File: src/rtl/bcd2bin_entry.sv
// rtl/bcd2bin_entry.sv - serial packed-BCD to two's-complement entry decoder
// Converts one digit per clock, MSD first; flags non-BCD digits and out-of-range magnitudes.

module bcd2bin_entry #(
  parameter int DIGITS = 5,
  parameter int WIDTH  = 16
) (
  input  logic                  clk,
  input  logic                  rst_n,
  input  logic                  start,
  input  logic                  sign_in,
  input  logic [4*DIGITS-1:0]   bcd_in,
  output logic                  busy,
  output logic                  done,
  output logic [WIDTH-1:0]      value,
  output logic                  invalid,
  output logic                  overflow
);

  localparam int ACC_W = $clog2(10 ** DIGITS);
  localparam int IDX_W = (DIGITS > 1) ? $clog2(DIGITS) : 1;
  localparam int CMP_W = ((ACC_W > WIDTH) ? ACC_W : WIDTH) + 1;

  localparam logic [1:0] S_IDLE = 2'd0;
  localparam logic [1:0] S_CONV = 2'd1;
  localparam logic [1:0] S_FIN  = 2'd2;

  localparam logic [IDX_W-1:0] LAST_IDX = IDX_W'(DIGITS - 1);
  // Negative range reaches one further than positive: 2^(WIDTH-1) vs 2^(WIDTH-1)-1.
  localparam logic [CMP_W-1:0] LIM_NEG  = {{(CMP_W-WIDTH){1'b0}}, 1'b1, {(WIDTH-1){1'b0}}};
  localparam logic [CMP_W-1:0] LIM_POS  = LIM_NEG - CMP_W'(1);

  logic [1:0]            r_state;
  logic [4*DIGITS-1:0]   r_bcd;
  logic                  r_sign;
  logic [ACC_W-1:0]      r_acc;
  logic [IDX_W-1:0]      r_idx;
  logic                  r_bad;
  logic                  r_busy;
  logic                  r_done;
  logic [WIDTH-1:0]      r_value;
  logic                  r_invalid;
  logic                  r_overflow;

  logic [3:0]            w_digit;
  logic                  w_digit_ok;
  logic [ACC_W-1:0]      w_acc_next;
  logic [CMP_W-1:0]      w_acc_ext;
  logic                  w_ovf;
  logic [WIDTH-1:0]      w_mag;
  logic [WIDTH-1:0]      w_signed;

  // Latched operand shifts left each step, so the current digit is always the top nibble.
  assign w_digit    = r_bcd[4*DIGITS-1 -: 4];
  assign w_digit_ok = (w_digit <= 4'd9);
  assign w_acc_next = (r_acc << 3) + (r_acc << 1) + ACC_W'(w_digit_ok ? w_digit : 4'd0);

  assign w_acc_ext  = CMP_W'(r_acc);
  assign w_ovf      = r_sign ? (w_acc_ext > LIM_NEG) : (w_acc_ext > LIM_POS);
  assign w_mag      = w_acc_ext[WIDTH-1:0];
  assign w_signed   = r_sign ? (~w_mag + WIDTH'(1)) : w_mag;

  always_ff @(posedge clk or negedge rst_n) begin
    if (!rst_n) begin
      r_state    <= S_IDLE;
      r_bcd      <= '0;
      r_sign     <= 1'b0;
      r_acc      <= '0;
      r_idx      <= '0;
      r_bad      <= 1'b0;
      r_busy     <= 1'b0;
      r_done     <= 1'b0;
      r_value    <= '0;
      r_invalid  <= 1'b0;
      r_overflow <= 1'b0;
    end else begin
      r_done <= 1'b0;
      case (r_state)
        S_IDLE: begin
          if (start) begin
            r_bcd      <= bcd_in;
            r_sign     <= sign_in;
            r_acc      <= '0;
            r_idx      <= LAST_IDX;
            r_bad      <= 1'b0;
            r_invalid  <= 1'b0;
            r_overflow <= 1'b0;
            r_busy     <= 1'b1;
            r_state    <= S_CONV;
          end
        end
        S_CONV: begin
          r_acc <= w_acc_next;
          r_bcd <= r_bcd << 4;
          if (!w_digit_ok) begin
            r_bad <= 1'b1;
          end
          if (r_idx == '0) begin
            r_busy  <= 1'b0;
            r_state <= S_FIN;
          end else begin
            r_idx <= r_idx - IDX_W'(1);
          end
        end
        S_FIN: begin
          r_done  <= 1'b1;
          r_state <= S_IDLE;
          if (r_bad) begin
            r_invalid <= 1'b1;
            r_value   <= '0;
          end else if (w_ovf) begin
            r_overflow <= 1'b1;
            r_value    <= '0;
          end else begin
            r_value <= w_signed;
          end
        end
        default: begin
          r_state <= S_IDLE;
          r_busy  <= 1'b0;
        end
      endcase
    end
  end

  assign busy     = r_busy;
  assign done     = r_done;
  assign value    = r_value;
  assign invalid  = r_invalid;
  assign overflow = r_overflow;

endmodule

File: config.mk
export PLATFORM = sky130hd
export DESIGN_NAME = bcd2bin_entry
export DESIGN_NICKNAME = d
export VERILOG_FILES = /design/src/rtl/bcd2bin_entry.sv
export SDC_FILE = /design/constraint.sdc
export NUM_CORES = 1
export LEC_CHECK = 0
export CORE_AREA = 2 2 109 69
export CTS_BUF_LIST = sky130_fd_sc_hd__clkbuf_2 sky130_fd_sc_hd__clkbuf_4 sky130_fd_sc_hd__clkbuf_8
export DETAILED_ROUTE_END_ITERATION = 8
export DIE_AREA = 0 0 111 71
export PLACE_DENSITY = 0.92
export SKIP_CTS_REPAIR_TIMING = 1
export SKIP_LAST_GASP = 1
export SLEW_MARGIN = 20
export SYNTH_ARGS = -nofsm -noshare
export SYNTH_HDL_FRONTEND = slang
export SYNTH_SLANG_ARGS = --single-unit
File: constraint.sdc
create_clock -name clk -period 3 [get_ports clk]
set_input_delay 0.3 -clock clk [delete_from_list [all_inputs] [get_ports clk]]
set_output_delay 0.3 -clock clk [all_outputs]
set_load 0.005 [all_outputs]
# --- Word level (Yosys, flattened, before mapping) ---
# Index checks and enable logic that the tools add are counted.
classes:
  addsub: 4
  n_lt_le_gt_ge: 3
  eq_ne: 9
  mux: 27
  bitwise: 2
  n_reduce_logical: 12
ops:
  columns: ["cell", "n"]
  rows:
  - ["$mux W16", 3]
  - ["$pmux W20 S2", 1]
  - ["$pmux W17 S2", 1]
  - ["$mux W20", 1]
  - ["$add A17 B17 Y17", 1]
  - ["$add A17 B4 Y17", 1]
  - ["$gt A17 B15 Y1 const B", 1]
  - ["$gt A17 B16 Y1 const B", 1]
  - ["$mux W17", 1]
  - ["$add A16 B1 Y16 const B", 1]
  - ["$not A16 Y16", 1]
  - ["$ne A2 B2 Y1 const B", 7]
  - ["$reduce_and A3 Y1", 4]
  - ["$mux W1", 9]
  - ["$mux W3", 2]
  - ["$pmux W1 S2", 3]
  - ["$pmux W3 S2", 1]
  - ["$reduce_and A2 Y1", 3]
  - ["$le A4 B4 Y1 const B", 1]
  - ["$mux W2", 2]
  - ["$mux W4", 1]
  - ["$pmux W2 S2", 1]
  - ["$reduce_and A4 Y1", 1]
  - ["$reduce_bool A2 Y1", 2]
  - ["7 further kinds", 7]
word_totals:
  reg_bits: 64
  in_bits: 24
  out_inout_bits: 20

# --- Depth between registers and ports, before layout ---
logic_depth:
  word_depth: 5
  ltp_mapped: 10

# --- Least setup slack after synthesis ---
# No wires, ideal clock.
synth_path:
  kind: "register -> register"
  start: "register r_acc[0]"
  end: "register r_acc[12]"
  arrival_ns: 2.630
  required_time_ns: 2.866
  slack_ns: 0.236
  stages_incl_launch_ff: 10
  n_path_buf: 0
  path_cell_list: "dfrtp_1 > inv_1 > fa_1 > inv_1 > fa_1 > a21o_1 > a221oi_1 > o31a_1 > xor2_1 > o21ai_0"
synth_via:
  elab_chain_cells: 3
synth_rtl:
  columns: ["element", "line_no", "rtl"]
  rows:
  - ["from (decl)", "36", "logic [ACC_W-1:0] r_acc;"]
  - ["from (signal assigned)", "93", "r_acc <= w_acc_next;"]
  - ["$add A17 B17 Y17", "56", "assign w_acc_next = (r_acc << 3) + (r_acc << 1) + ACC_W'(w_digit_ok ? w_digit : 4'd0);"]
  - ["$add A17 B4 Y17", "56", null]
  - ["$pmux W17 S2", "78", "case (r_state)"]
# No other way between the ends.
# A chain may end at the register's enable or synchronous reset.

# --- Worst setup path after layout ---
layout_path:
  start: "register r_bcd[17]"
  end: "register r_acc[10]"
layout_via:
  elab_chain_cells: 4
layout_rtl:
  columns: ["element", "line_no", "rtl"]
  rows:
  - ["from (decl)", "34", "logic [4*DIGITS-1:0] r_bcd;"]
  - ["from (signal assigned)", "81", "r_bcd <= bcd_in;"]
  - ["from (signal assigned)", "94", "r_bcd <= r_bcd << 4;"]
  - ["$le A4 B4 Y1", "55", "assign w_digit_ok = (w_digit <= 4'd9);"]
  - ["$mux W4 *", "56", null]
  - ["$add A17 B4 Y17 *", "56", null]
  - ["$pmux W17 S2 *", "78", null]
# Every way passes the cells marked *; elsewhere a longest branch is shown, timed or not.

==> impl_metrics.py <==
metrics = {
    "timing": {
        "tightest_slew_ns": 0.703,
        "fin_crit_sh_pct": 93.3,
        "slew_violations": 0,
        "setup_viol": 0,
        "period_minus_slack_ns": 2.80,
        "fin_skew_ns": 0.00950,
        "max_freq_ghz": 0.357,
        "fin_setup_tns_ns": 0,
        "hold_viol": 50,
        "max_slew_margin_pct": 53.1,
        "holdWs_ns": -0.0316,
        "grt_setup_unrepaired": "false",
    },
    "routing": {
        "via_count": 3322,
        "route.detailed.drc": 0,
        "drt_wl_total_mm": 9.11,
        "drtAntennaViolNets": 0,
        "firstDrtPassIters": 5,
        "drt_iter0_markers": 368,
        "via_per_inst": 5.97,
        "drt-wirelength-per-cell_um": 16.4,
    },
    "cells_and_area": {
        "syn_to_final_growth_pct": 19.3,
        "stdcell_count": 556,
        "final_nets": 518,
        "num_antenna_cells": 0,
        "final_core_util_pct": 67.6,
        "drive_gt1_share_pct": 9.89,
    },
    "pwr": {
        "combPwrFrac_pct": 53.9,
        "powerDensity_mw_per_mm2": 1170,
        "switching_share_pct": 43.8,
        "clock_power_share_pct": 15.4,
        "total_power_mw": 5.50,
        "seq_power_share_pct": 30.7,
        "p_switching_mw": 2.41,
        "peakVddDrop_mv": 0.467,
        "power.internal_mw": 3.09,
        "power_leakage_nw": 2.18,
    },
    "placement": {
        "io_buffers": 43,
        "dp_hpwl_mm": 6.62,
        "place_inst": 539,
        "place_congestion": 0.956,
    },
    "synth": {
        "synth_top_area_share_pct": 40.8,
        "yosysMostFrequentCell": "nand2_1",
        "synth-edff-count": 0,
        "netlist_instances": 417,
        "syn_nets": 475,
        "synthTopCellsByArea": "dfrtp_1 (41%), ha_1 (10%), nand2_1 (6.4%), o21ai_0 (5.5%), mux2i_1 (4.3%)",
        "synth_common_cells": "nand2_1 (67), dfrtp_1 (64), o21ai_0 (43), ha_1 (32), a21oi_1 (18)",
        "synth-seq-cells": 64,
        "synth_area_per_cell_um2": 9.42,
        "yosysWarnings": 0,
        "synth-main-ff-cell": "dfrtp_1",
        "ys_seq_area_share_pct": 40.8,
        "yosys.area.top_type": "dfrtp_1",
        "synth_area_mm2": 0.00393,
        "async_reset_ff_share_pct": 100,
        "yosysUniqueCellTypes": 51,
    },
    "worst_setup_path": {
        "cp-end-kind": "flip-flop",
        "critPathKind": "flip-flop to flip-flop",
        "startpoint_type": "flip-flop",
        "critPathMaxFanout": 4,
        "required_ns": 3.27,
        "worstPathArrival_ns": 3.07,
    },
    "die": {
        "start_util_pct": 56.7,
        "rows": 24,
        "die_h_um": 71,
        "core-area_mm2": 0.00694,
        "ios": 44,
        "die_w_um": 111,
        "dieArea_mm2": 0.00788,
    },
    "clock_network": {
        "cts.sink_count": 64,
        "clk_root_buffer_cell": "clkbuf_8",
        "path_clk_slew_ns": 0.07,
        "clock_latency_ns": 0.36,
        "cts_inserted_buffers": 9,
        "clock_path_buffers": 2,
        "cts_tree": "done",
        "htree_num_levels": 3,
    },
    "global_route": {
        "grt_pass1_vias": 3130,
        "grt_first_pass_wirelength_mm": 15.1,
        "grt.overflow.total": 0,
        "grt_max_degree": 52,
        "grt_usage_pct": 24.4,
        "grt_antenna_before_repair": 0,
    },
    "flow_run": {
        "cap_viol_max_count": 0,
    },
    "outcome": {
        "status": "finished with violations",
        "violations": "negative hold slack",
    },
    "worst_hold_path": {
        "hold_class": "primary input to asynchronous set/reset pin",
    },
}
## layer usage
| metal | track usage, % | up-vias | wire length, um |
|---|---|---|---|
| met3 | 7.97 | 15 | 759 |
| met4 | 8.61 | 0 | 141 |
| met1 | 32.9 | 1588 | 4040 |
| met2 | 37.5 | 143 | 4170 |
| li1 | - | 1576 | - |
| met5 | 0 | - | 0 |
## cell type report
class                      instances  area, um2
clock inverter                     3       65.1
sequential                        64       1600
clock buffer                      13        160
tap                               91        114
fill                             540       2250
multi-input combinational        316       2180
inverter                          16       60.1
timing repair buffer              53        503
## cell usage in the layout (no fill, tap or decap), drive strengths merged, types with 3 or more instances in the layout
master         instances
nand4                  8
xor2                  16
a22o                   3
nor2b                  9
a21oi                 18
nor4                   3
nor3                   7
o31ai                  7
nand3                  7
nand2                 67
o21ai                 53
nor2                  11
ha                    32
a221oi                 3
clkbuf                13
a21o                   6
or3                    4
dfrtp                 64
buf                   11
clkdlybuf4s50         42
inv                   16
mux2i                 17
xnor2                  7
nand2b                 5
## state kept, by name, indices dropped and copies added, names as in the netlist
register  flops
r_acc        17
r_idx         3
value        16
r_bad         1
r_state       2
r_sign        1
invalid       1
busy          1
overflow      1
done          1
r_bcd        20
## final timing paths
check,slack [ns],start,cells past startpoint,to
setup / recovery,0.20,r_bcd[17],11,r_acc[10]
hold / removal,-0.03,rst_n,1,value[1]
setup reg to reg,0.20,r_bcd[17],11,r_acc[10]
hold reg to reg,0.47,value[9],2,value[9]
max in group asynchronous,2.37,rst_n,2,r_bcd[14]
min in group clk,0.47,value[9],2,value[9]
## through the flow
| step | worst slack [ns] | instance area, um2 |
|---|---|---|
| 2_1_floorplan | 0.236 | 3930 |
| 3_3_place_gp | 0.260 | 4450 |
| 3_5_place_dp | 0.140 | 4450 |
| 4_1_cts | 0.119 | 4670 |
| 5_1_grt | 0.0367 | 4690 |
| 6_report | 0.201 | 4690 |
## power groups by stage
stage | clock (mW) | combinational (mW) | sequential [mW]
3_5_place_dp | 0 | 2.89 | 1.69
5_1_grt | 0.894 | 3.32 | 1.73
3_3_place_gp | 0 | 2.73 | 1.65
4_1_cts | 0.863 | 2.91 | 1.67
2_1_floorplan | 0 | 2.15 | 1.53
6_report | 0.849 | 2.96 | 1.69
## worst max-delay path: stages (launching register included)
cell      delay (ns)
dfrtp_1         0.40
nor2_1          0.12
nand2_1         0.09
fa_1            0.48
inv_1           0.06
fa_1            0.46
a21o_1          0.23
a221oi_2        0.31
buf_4           0.18
o21bai_1        0.09
xnor2_1         0.13
o21ai_0         0.17
## cell families after synthesis
| family | synth area share, % |
|---|---|
| DFF | 40.8 |
| xor gates and xnor gates | 5.13 |
| and+or+nand+nor | 16.3 |
| buffers and inverters | 3.98 |
| muxes | 4.90 |
| adders and majority gates | 11.2 |
| AOI/OAI and AO/OA | 17.7 |
Power figures use the tool's default switching activity.
